===== src/rtl/spi_slave.sv =====
// spi_slave: SPI mode-0 target; oversamples the pins in clk_i, delivers received words as pulses
// and serialises words from a one-entry transmit buffer onto MISO.
module spi_slave #(
    parameter int                DATA_W      = 8,
    parameter int                SYNC_STAGES = 2,
    parameter logic [DATA_W-1:0] IDLE_FILL   = '1
) (
    input  logic              clk_i,
    input  logic              rst_i,
    input  logic              SCLK_i,
    input  logic              SS_i,
    input  logic              MOSI_i,
    output logic              MISO_o,
    output logic              MISO_oe_o,
    input  logic [DATA_W-1:0] tx_data_i,
    input  logic              tx_valid_i,
    output logic              tx_ready_o,
    output logic [DATA_W-1:0] rx_data_o,
    output logic              rx_valid_o,
    output logic              frame_active_o,
    output logic              underrun_o,
    output logic              abort_o
);
    localparam int CW = $clog2(DATA_W + 1);

    typedef enum logic [1:0] {IDLE, LOAD, SHIFT} state_t;

    state_t                 state_q, state_d;
    logic [SYNC_STAGES-1:0] ss_sync_q, sclk_sync_q, mosi_sync_q;
    logic                   ss_prev_q, sclk_prev_q;
    logic [DATA_W-1:0]      tx_sr_q, tx_sr_d, buf_q, buf_d, rx_data_q, rx_data_d;
    logic [DATA_W-2:0]      rx_sr_q, rx_sr_d;
    logic [CW-1:0]          cnt_q, cnt_d;
    logic                   buf_full_q, buf_full_d, pend_q, pend_d;
    logic                   rx_valid_q, underrun_q, abort_q;
    logic                   ss_s, sclk_s, mosi_s, ss_rise, ss_fall, sclk_rise, sclk_fall;
    logic                   in_shift, sample, done, load, shift, wr;

    assign ss_s      = ss_sync_q[SYNC_STAGES-1];
    assign sclk_s    = sclk_sync_q[SYNC_STAGES-1];
    assign mosi_s    = mosi_sync_q[SYNC_STAGES-1];
    assign ss_rise   = ss_s & ~ss_prev_q;
    assign ss_fall   = ~ss_s & ss_prev_q;
    assign sclk_rise = sclk_s & ~sclk_prev_q;
    assign sclk_fall = ~sclk_s & sclk_prev_q;

    // SS rise outranks any SCLK edge seen in the same cycle
    assign in_shift = state_q == SHIFT;
    assign sample   = in_shift & sclk_rise & ~ss_rise;
    assign done     = sample & (cnt_q == CW'(DATA_W - 1));
    assign load     = (state_q == LOAD) | (in_shift & sclk_fall & pend_q & ~ss_rise);
    assign shift    = in_shift & sclk_fall & ~pend_q & ~ss_rise;
    assign wr       = tx_valid_i & ~buf_full_q;

    always_comb begin
        state_d    = (state_q == IDLE) ? (ss_fall ? LOAD : IDLE) : (ss_rise ? IDLE : SHIFT);
        tx_sr_d    = load ? (buf_full_q ? buf_q : IDLE_FILL)
                   : shift ? {tx_sr_q[DATA_W-2:0], 1'b0} : tx_sr_q;
        rx_sr_d    = sample ? {rx_sr_q[DATA_W-3:0], mosi_s} : rx_sr_q;
        rx_data_d  = done ? {rx_sr_q, mosi_s} : rx_data_q;
        cnt_d      = (state_q == LOAD || done) ? '0 : sample ? cnt_q + CW'(1) : cnt_q;
        pend_d     = done | (pend_q & in_shift & ~load & ~ss_rise);
        buf_full_d = wr | (buf_full_q & ~load);
        buf_d      = wr ? tx_data_i : buf_q;
    end

    always_ff @(posedge clk_i or posedge rst_i) begin
        if (rst_i) begin
            ss_sync_q   <= '1;
            sclk_sync_q <= '0;
            mosi_sync_q <= '0;
            ss_prev_q   <= 1'b1;
            sclk_prev_q <= 1'b0;
            state_q     <= IDLE;
            tx_sr_q     <= '0;
            rx_sr_q     <= '0;
            rx_data_q   <= '0;
            cnt_q       <= '0;
            pend_q      <= 1'b0;
            buf_full_q  <= 1'b0;
            buf_q       <= '0;
            rx_valid_q  <= 1'b0;
            underrun_q  <= 1'b0;
            abort_q     <= 1'b0;
        end else begin
            ss_sync_q   <= {ss_sync_q[SYNC_STAGES-2:0], SS_i};
            sclk_sync_q <= {sclk_sync_q[SYNC_STAGES-2:0], SCLK_i};
            mosi_sync_q <= {mosi_sync_q[SYNC_STAGES-2:0], MOSI_i};
            ss_prev_q   <= ss_s;
            sclk_prev_q <= sclk_s;
            state_q     <= state_d;
            tx_sr_q     <= tx_sr_d;
            rx_sr_q     <= rx_sr_d;
            rx_data_q   <= rx_data_d;
            cnt_q       <= cnt_d;
            pend_q      <= pend_d;
            buf_full_q  <= buf_full_d;
            buf_q       <= buf_d;
            rx_valid_q  <= done;
            underrun_q  <= load & ~buf_full_q;
            abort_q     <= in_shift & ss_rise & (cnt_q != '0);
        end
    end

    assign MISO_o         = tx_sr_q[DATA_W-1];
    assign MISO_oe_o      = state_q != IDLE;
    assign tx_ready_o     = ~buf_full_q;
    assign rx_data_o      = rx_data_q;
    assign rx_valid_o     = rx_valid_q;
    assign frame_active_o = ~ss_s;
    assign underrun_o     = underrun_q;
    assign abort_o        = abort_q;
endmodule


===== config.mk =====
export PLATFORM = sky130hd
export DESIGN_NAME = spi_slave
export DESIGN_NICKNAME = d
export VERILOG_FILES = /design/src/rtl/spi_slave.sv
export SDC_FILE = /design/constraint.sdc
export NUM_CORES = 1
export LEC_CHECK = 0
export ABC_AREA = 0
export CAP_MARGIN = 5
export CORE_ASPECT_RATIO = 1.75
export CORE_MARGIN = 4
export CORE_UTILIZATION = 45
export CTS_CLUSTER_DIAMETER = 200
export DETAILED_ROUTE_END_ITERATION = 16
export PLACE_DENSITY = 0.68
export SLEW_MARGIN = 20
export SYNTH_ARGS = -nofsm -noshare
export SYNTH_HDL_FRONTEND = slang
export SYNTH_SLANG_ARGS = --single-unit

===== constraint.sdc =====
create_clock -name clk_i -period 2.8 [get_ports clk_i]
set_clock_uncertainty 0.05 [all_clocks]
set_input_delay 0.56 -clock clk_i [delete_from_list [all_inputs] [get_ports clk_i]]
set_output_delay 0.56 -clock clk_i [all_outputs]
set_load 0.01 [all_outputs]

======== After elaboration in Yosys (flattened, before gate mapping) ========
Index checks and enable logic that the tools add are counted.
word-level totals
  bits of input ports ..................... 14
  bits in registers ....................... 50
  output and inout bits ................... 15
operators by class
  equal/unequal tests ..................... 3
  reduce and logical (&&, ||, !) cells .... 6
  bitwise gates (word level) .............. 31
  muxes and demuxes ....................... 8
  add/sub/neg operators ................... 1
operators with widths
  operator                                                                count
  8-bit two-way mux                                                       3
  1-bit bitwise AND                                                       20
  4-bit two-way mux                                                       2
  1-bit NOT                                                               8
  2-bit nonzero test                                                      3
  4-bit by 1-bit adder with 4-bit output (second input constant)          1
  4-bit by 3-bit equality test with 1-bit output (second input constant)  1
  2-bit two-way mux                                                       2
  4-bit nonzero test                                                      1
  1-bit OR                                                                3
  2-bit by 1-bit equality test with 1-bit output (second input constant)  1
  2-bit equality test (second input constant)                             1
  2-bit logical NOT                                                       1
  1-bit logical OR                                                        1
  1-bit two-way mux                                                       1

======== Logic depth before layout (Yosys ltp) ========
Gate-level depths: netlist of the first run.
  depth in word-level cells ............... 10
  gate-level depth with buffers ........... 6

======== Worst setup path before layout of the first run ========
OpenSTA, ideal clock, no wires.
  kind .................................... flip-flop to flip-flop
  start point ............................. reg ss_prev_q
  end point ............................... reg rx_data_q[0], in the netlist rx_data_o[0]
  setup slack ............................. 805 ps
  cell stages (with the launch flop) ...... 7
  data arrival time ....................... 1,818 ps
  library setup time ...................... 128 ps
  required time ........................... 2,622 ps
  path through ............................ dfstp_2 nor2b_4 or4b_4 buf_6 nor2b_1 buf_2 mux2_1
on the way
  word-level cells in the longest chain between the ends .. 5
RTL lines
  item                    RTL line  source
  from (decl)             30        logic ss_prev_q, sclk_prev_q;
  from (signal assigned)  89        ss_prev_q <= ss_s;
  1-bit NOT               42        assign ss_rise = ss_s & ~ss_prev_q;
  1-bit bitwise AND       42
  1-bit NOT               49        assign sample = in_shift & sclk_rise & ~ss_rise;
  1-bit bitwise AND       49
  1-bit bitwise AND       50        assign done = sample & (cnt_q == CW'(DATA_W - 1));
  via done                37        logic in_shift, sample, done, load, shift, wr;
  to (signal assigned)    94        rx_data_q <= rx_data_d;
  to (decl)               31        logic [DATA_W-1:0] tx_sr_q, tx_sr_d, buf_q, buf_d, rx_data_q, rx_data_d;
The timed path passes the listed nets, and every way through them passes these cells.
A chain may end at the register's enable or synchronous reset.

======== Final worst setup path of the first run ========
  start point ............................. reg state_q[1]
  end point ............................... out MISO_oe_o
on the way
  word-level cells in the longest chain between the ends .. 1
RTL lines
  item                    RTL line  source
  from (decl)             28        state_t state_q, state_d;
  from (signal assigned)  91        state_q <= state_d;
  2-bit nonzero test      106       assign MISO_oe_o = state_q != IDLE;
  to (decl)               14        output logic MISO_oe_o,
Every way passes these cells.

==> summary.md, run 1 <==
| Metric | Value |
|---|---|
| Root buf cell | clkbuf_8 |
| Period utilisation layout | 0.768 |
| Measured slew at the worst slew-check pin | 0.814 ns |
| Port bufs | 28 |
| Synthesized cell area | 2020 µm² |
| Worst R2R Setup Slack | 0.72 ns |
| Status | complete, no violations |
| Design area | 2460 µm² |
| IO Pins | 29 |
| Adder-Cell Fraction of Synth Area | 0.0124 |
| Largest family of logic cells by synthesized area | simple AND/OR/NAND/NOR gates |
| EDFF count, synth | 0 |
| Switching share of power | 0.265 |
| CTS tree | yes |
| Mux share of post-synthesis cell area | 0.128 |
| Largest net degree at the start of global routing | 42 |
| Post-DR vias/cell | 5.23 |
| Buf/Inv on CP | 1 |
| Most used DFF post-synth | dfrtp_1 |
| Complex-gate fraction of the synthesized area | 0.0749 |
| Clock latency at the later pin of the worst-skew pair | 0.30 ns |
| Syn Area/Cell | 13.1 µm² |
| Post-cts sizing count | 0 |
| Antenna violations before repair | 0 |
| DRT iter0 DRCs | 30 |
| Setup violators final | 0 |
| Int Pwr | 1.31 mW |
| Peak supply drop | 0.451 mV |
| Synth warn | 0 |
| WP data required | 2.19 ns |
| Total GRT Usage | 0.130 |
| Met1 Resource Use GR | 0.138 |
| Residual DRC count | 0 |
| Slowest cell on crit path | clkdlybuf4s50_1 |
| Comb power frac | 0.205 |
| Min Tclk post-route | 2.15 ns |
| Worst path max stage delay | 0.48 ns |
| Slew HR | 0.457 |
| Clk slew on worst S/H paths | 0.09 ns |
| HPWL Detailed | 2370 µm |
| Core footprint | 4360 µm² |
| HP Class | flip-flop to flip-flop |
| Post-Syn Instances | 154 |
| Asr flop ratio synth | 1.00 |
| Vias in the first global route | 1269 |
| ANT cells | 0 |
| Post-DRT Antenna Nets | 0 |
| Setup_tns | 0 ns |
| NetSw | 471 µW |
| CTS buffer count | 5 |
| Max-cap violation count | 0 |
| Full die area | 5670 µm² |
| CP max FO | 4 |
| Share of cells above drive strength 1 | 0.166 |
| Sequential area share after synthesis | 0.621 |
| Clk pwr share | 0.239 |
| Gr ovfl total | 0 |
| Clk buf depth | 2 |
| Pwr/cell area | 724 nW/µm² |
| CTS H-Tree Depth | 2 |
| Drt pass-1 iters | 4 |
| Largest delay share family, worst path | buffers and inverters |
| Number of library cell types mapped by synthesis | 37 |
| Routed via count | 1244 |
| Post-cts hold buffer count | 0 |
| Crit Path Class | flip-flop to primary output |
| Sequential Power Share | 0.556 |
| XOR/XNOR share of the synthesized area | 0 |
| Global routing's busiest layer | met2 |
| Post-Syn Nets | 170 |
| Clock sinks | 50 |
| Row count | 32 |
| Hold Vio Cnt, Final | 0 |
| Worst setup EP type | primary output |
| Initial Utilization | 0.463 |
| DRT Wirelength | 3210 µm |
| Area after DPL | 2360 µm² |
| P_leak | 1.10 nW |
| Area growth, synth to finish | 21.5% |
| Crit path cell chain | or2_2 -> clkdlybuf4s50_1 |
| Slew Viols, Final | 0 |
| Highest Clock Rate | 465 MHz |
| Met3 Use GR | 0.0414 |
| Net count, final | 202 |
| Post-Synth Simple-Gate Area | 0.136 |
| Global-route wire length before repair | 5720 µm |
| Worst Setup Start Kind | flip-flop |
| GR Util met2 | 0.227 |
| Routability cong. | 0.759 |
| Critical path arrival | 1.54 ns |
| WL/cell | 13.5 µm |
| Register bit total from synthesis | 50 |
| DIE HEIGHT | 96.7 µm |
| RSZ-0062 raised after global routing | no |
| Setup Buffers After CTS | 0 |
| Die Wd | 58.7 µm |
[flip-flops by register name, indices dropped and copies added (netlist names)]
name	cells
sclk_prev_q	1
buf_q	8
ss_sync_q	2
sclk_sync_q	2
abort_o	1
rx_valid_o	1
rx_data_o	8
pend_q	1
buf_full_q	1
state_q	2
cnt_q	4
ss_prev_q	1
mosi_sync_q	2
rx_sr_q	7
underrun_o	1
tx_sr_q	8
[cells in the mapped netlist (2+ instances only)]
cell	count	area, µm²
or3_1	8	50.1
dfrtp_1	47	1180
o211a_1	7	70.1
a21oi_1	5	25.0
nor2b_1	3	18.8
nor3_1	2	10.0
nor2_1	10	37.5
nand2_1	10	37.5
inv_1	6	22.5
clkbuf_1	5	18.8
ha_1	2	25.0
dfstp_2	3	78.8
mux2_1	13	146
mux2_2	10	113
[routing by layer]
metal  wire length, µm  share of wire  vias to the layer above
li1                  -              -                      599
met1              1230           0.38                      613
met2              1750           0.54                       26
met3               180          0.056                        6
met4                58          0.018                        0
met5                 0              0                        -
[power groups by stage]
stage               logic, mW  clock network, mW  registers [mW]
floorplan               0.272                  0           0.976
global placement        0.356                  0           0.996
detailed placement      0.370                  0            1.01
CTS                     0.372              0.446           0.991
global route            0.408              0.474            1.02
finish                  0.364              0.425           0.988
[placed cells by master (no fill, tap or decap), types with 2 or more instances in the layout]
cell             instances
a21oi_1                  5
buf_4                    4
clkbuf_8                 6
clkdlybuf4s50_1         28
dfrtp_1                 47
dfstp_2                  3
ha_1                     2
inv_1                    5
mux2_1                  13
mux2_2                  10
nand2_1                 10
nor2_1                  10
nor2b_1                  3
nor3_1                   2
o211a_1                  7
or3_1                    8
[logic make-up after synthesis]
group	Yosys count
AND/OR/NAND/NOR	46
adder cells (fa/ha/maj)	2
AO/OA/AOI/OAI	20
flip-flops	50
multiplexers	23
buffers and inverters	13
[final cells by class]
cell class,count,area [µm²]
fill,371,1910
sequential,50,1250
multi-input combinational,91,709
timing repair buffer,32,310
clock buffer,6,82.6
tap,51,63.8
inverter,6,22.5
clock inverter,2,12.5
[stage by stage]
step	util	instances	worst slack [ns]	total power [mW]	hold slack, ns
final	0.563	238	0.649	1.78	0.304
after global routing	0.563	238	0.579	1.90	0.309
after CTS	0.563	238	0.619	1.81	0.306
after detailed placement	0.541	230	0.604	1.38	0.285
after global placement	0.541	230	0.672	1.35	0.284
after floorplan	-	154	0.805	1.25	0.281
[worst paths after layout]
kind | to | cells past startpoint | from
worst max-delay path | MISO_oe_o | 2 | state_q[1]$_DFF_PP0_
worst min register to register | mosi_sync_q[1]$_DFF_PP0_ | 0 | mosi_sync_q[0]$_DFF_PP0_
max in group asynchronous | rx_data_o[7]$_DFFE_PP0P_ | 3 | rst_i
min in group asynchronous | mosi_sync_q[1]$_DFF_PP0_ | 2 | rst_i
worst max register to register | rx_data_o[4]$_DFFE_PP0P_ | 5 | ss_prev_q$_DFF_PP1_
worst min-delay path | mosi_sync_q[1]$_DFF_PP0_ | 0 | mosi_sync_q[0]$_DFF_PP0_
Note: power is estimated with default switching activity, not from simulation.
==> inputs of run 2 (changes only) <==
PLACE_DENSITY = 0.71   (was 0.68)
clock period = 1.8 ns   (was 2.8 ns; I/O delays follow)
==> run 2 against run 1 <==
  * The run now ends with negative setup slack left
  * Combinational power is 99% higher
  * Die area stayed put
  * Final area rose by 11%
  * Global-route usage increased by 1.9 points
  * Clock-buffer cell count down 1
  * Critical endpoint is now cnt_q[3]$_DFFE_PP0P_
  * Largest power group unchanged
==> summary.md, run 2 (same netlist as run 1, synthesis figures left out) <==
| Metric | Value |
|---|---|
| Hold Crit Start | sclk_sync_q[0]$_DFF_PP0_ |
| Max-cap violation count | 0 (unchanged) |
| DRT Wirelength | 3950 µm (+23%) |
| CTS H-Tree Depth | 2 (unchanged) |
| Post-cts hold buffer count | 0 (unchanged) |
| Inst Count DP | 243 (+5.7%) |
| Crit path cell chain | nor2b_4 -> or4b_4 -> buf_6 -> or4_4 -> a21oi_2 |
| Hold Vio Cnt, Final | 0 (unchanged) |
| Slew Viols, Final | 0 (unchanged) |
| Critical path arrival | 2.12 ns (+0.58 ns) |
| Failing checks | negative setup slack |
| Most common cell after layout, fill and taps aside | dfrtp_1 |
| Total GRT Usage | 0.149 (+0.0187) |
| Port bufs | 28 (unchanged) |
| HPWL Detailed | 2660 µm (+12%) |
| Highest Clock Rate | 517 MHz |
| Core footprint | 4360 µm² (unchanged) |
| CTS tree | yes |
| Row count | 32 (unchanged) |
| Status | complete, but fails checks |
| Routability cong. | 0.805 (+6.0%) |
| Routed via count | 1355 (+8.9%) |
| Crit Path Class | flip-flop to flip-flop |
| Slew HR | 0.805 (+0.348) |
| Reg2reg start | ss_prev_q$_DFF_PP1_ |
| Largest net degree at the start of global routing | 51 (+21%) |
| IO Pins | 29 (unchanged) |
| Post-route setup slack | -0.135 ns (-0.785 ns) |
| Post-DRT Antenna Nets | 0 (unchanged) |
| Vias in the first global route | 1493 (+18%) |
| WP data required | 1.98 ns (-0.21 ns) |
| Clk slew on worst S/H paths | 0.08 ns (about the same) |
| Net count, final | 219 (+8.4%) |
| Worst Setup SP | ss_prev_q$_DFF_PP1_ |
| Pwr/cell area | 1050 nW/µm² (+45%) |
| Commonest cells after routing, fill and taps aside | 47 x dfrtp_1, 25 x clkdlybuf4s50_1, 13 x mux2_4, 13 x buf_4 |
| Drt pass-1 iters | 4 (unchanged) |
| HP Class | flip-flop to flip-flop |
| Antenna violations before repair | 0 (unchanged) |
| Root buf cell | clkbuf_8 |
| CTS buffer count | 5 (unchanged) |
| Clock latency at the later pin of the worst-skew pair | 0.30 ns (about the same) |
| P_leak | 1.25 nW (+13%) |
| Initial Utilization | 0.463 (unchanged) |
| Total power | 2.87 mW (+62%) |
| Worst Setup Start Kind | flip-flop |
| Worst path max stage delay | 0.56 ns (+0.08 ns) |
| Gr ovfl total | 0 (unchanged) |
| Die Wd | 58.7 µm (unchanged) |
| Measured slew at the worst slew-check pin | 0.292 ns (-0.522 ns) |
| Residual DRC count | 0 (unchanged) |
| # fillers | 335 (-9.7%) |
| Clk buf depth | 2 (unchanged) |
| Full die area | 5670 µm² (unchanged) |
| Slowest cell on crit path | dfstp_2 |
| RSZ-0062 raised after global routing | yes |
| Min Tclk post-route | 1.94 ns |
| Largest delay share family, worst path | simple AND/OR/NAND/NOR gates |
| Global-route wire length before repair | 6600 µm (+15%) |
| Setup violators final | 18 (+18) |
| DIE HEIGHT | 96.7 µm (unchanged) |
| DRT iter0 DRCs | 19 (-37%) |
| ANT cells | 0 (unchanged) |
| Period utilisation layout | 1.08 |
| Clock sinks | 50 (unchanged) |
| Area growth, synth to finish | 35.1% |
| Share of cells above drive strength 1 | 0.340 (+0.174) |
| Peak supply drop | 0.997 mV (+120%) |
| Post-DR vias/cell | 5.33 (+2.1%) |
| Fin cells | 254 (+6.7%) |
| Buf/Inv on CP | 1 (unchanged) |
| CP max FO | 3 (-1) |
| WL/cell | 15.6 µm (+15%) |
| Worst setup EP type | flip-flop |
==> run 2: changes by cell type in the layout (fill, tap and decap cells not counted), sizes merged <==
cell	before	now
clkdlybuf4s50	28	25
clkinv	1	2
dlymetal6s2s	0	1
clkinvlp	1	0
buf	4	21
dlygate4sd2	0	1
==> run 2: power by group <==
| part | total (mW) | switching (mW) | internal (mW) |
|---|---|---|---|
| clock network | 0.605 | 0.343 | 0.261 |
| logic | 0.726 | 0.288 | 0.438 |
| registers | 1.54 | 0.161 | 1.38 |
| total | 2.87 | 0.793 | 2.08 |
==> run 2: repair_timing <==
| item | 4_1_cts | 5_1_grt |
|---|---|---|
| gates resized for setup | 10 | 19 |
| endpoints found under the setup margin | 21 | 25 |
| pin swaps | 2 | 4 |
| endpoints found under the hold margin | 0 | 0 |
| buffers inserted | 1 | 1 |
| cloned | 0 | 2 |
==> run 2: worst paths after layout <==
check	to	slack, ns	cells after the start
min in group asynchronous	mosi_sync_q[0]$_DFF_PP0_	0.37	3
worst max register to register	cnt_q[3]$_DFFE_PP0P_	-0.14	5
worst max-delay path	cnt_q[3]$_DFFE_PP0P_	-0.14	5
worst min-delay path	sclk_sync_q[1]$_DFF_PP0_	0.30	0
worst min register to register	sclk_sync_q[1]$_DFF_PP0_	0.30	0
max in group asynchronous	ss_prev_q$_DFF_PP1_	1.06	3
==> run 2: worst register-to-register path, stage by stage, from the launching register on <==
cell	delay, ns
dfstp_2	0.56
nor2b_4	0.04
or4b_4	0.52
buf_6	0.14
or4_4	0.41
a21oi_2	0.14
==> run 2: final cells by class <==
| class | instances | area, µm² | area share |
|---|---|---|---|
| Tap cell | 51 | 63.8 | 0.0234 |
| Inverter | 6 | 22.5 | 0.00824 |
| Clock inverter | 2 | 10.0 | 0.00366 |
| Multi-Input combinational cell | 91 | 810 | 0.296 |
| Sequential cell | 50 | 1250 | 0.459 |
| Clock buffer | 5 | 68.8 | 0.0252 |
| Timing Repair Buffer | 49 | 503 | 0.184 |
==> run 2: metal layers <==
| layer | up-vias | wire (µm) | track usage |
|---|---|---|---|
| li1 | 627 | - | - |
| met1 | 679 | 1390 | 0.150 |
| met2 | 41 | 2300 | 0.276 |
| met3 | 8 | 189 | 0.0401 |
| met4 | 0 | 73 | 0.0576 |
| met5 | - | 0 | 0 |
==> run 2: through the flow <==
step | cell area (µm²) | hold WS [ns] | utilization | setup TNS (ns) | setup WS, ns
finish | 2730 | 0.304 | 0.626 | -1.53 | -0.135
global route | 2730 | 0.321 | 0.626 | -2.49 | -0.195
CTS | 2600 | 0.307 | 0.596 | -1.12 | -0.118
detailed placement | 2500 | 0.287 | 0.573 | -1.23 | -0.146
global placement | 2500 | 0.286 | 0.573 | -0.762 | -0.0763
floorplan | 2060 | 0.281 | - | -1.34 | -0.145
==> inputs of run 3 (changes only) <==
HOLD_SLACK_MARGIN = 0.1   (was not set)
==> results of run 3 <==
Final layout, timing and power as in run 2 (identical DEF).
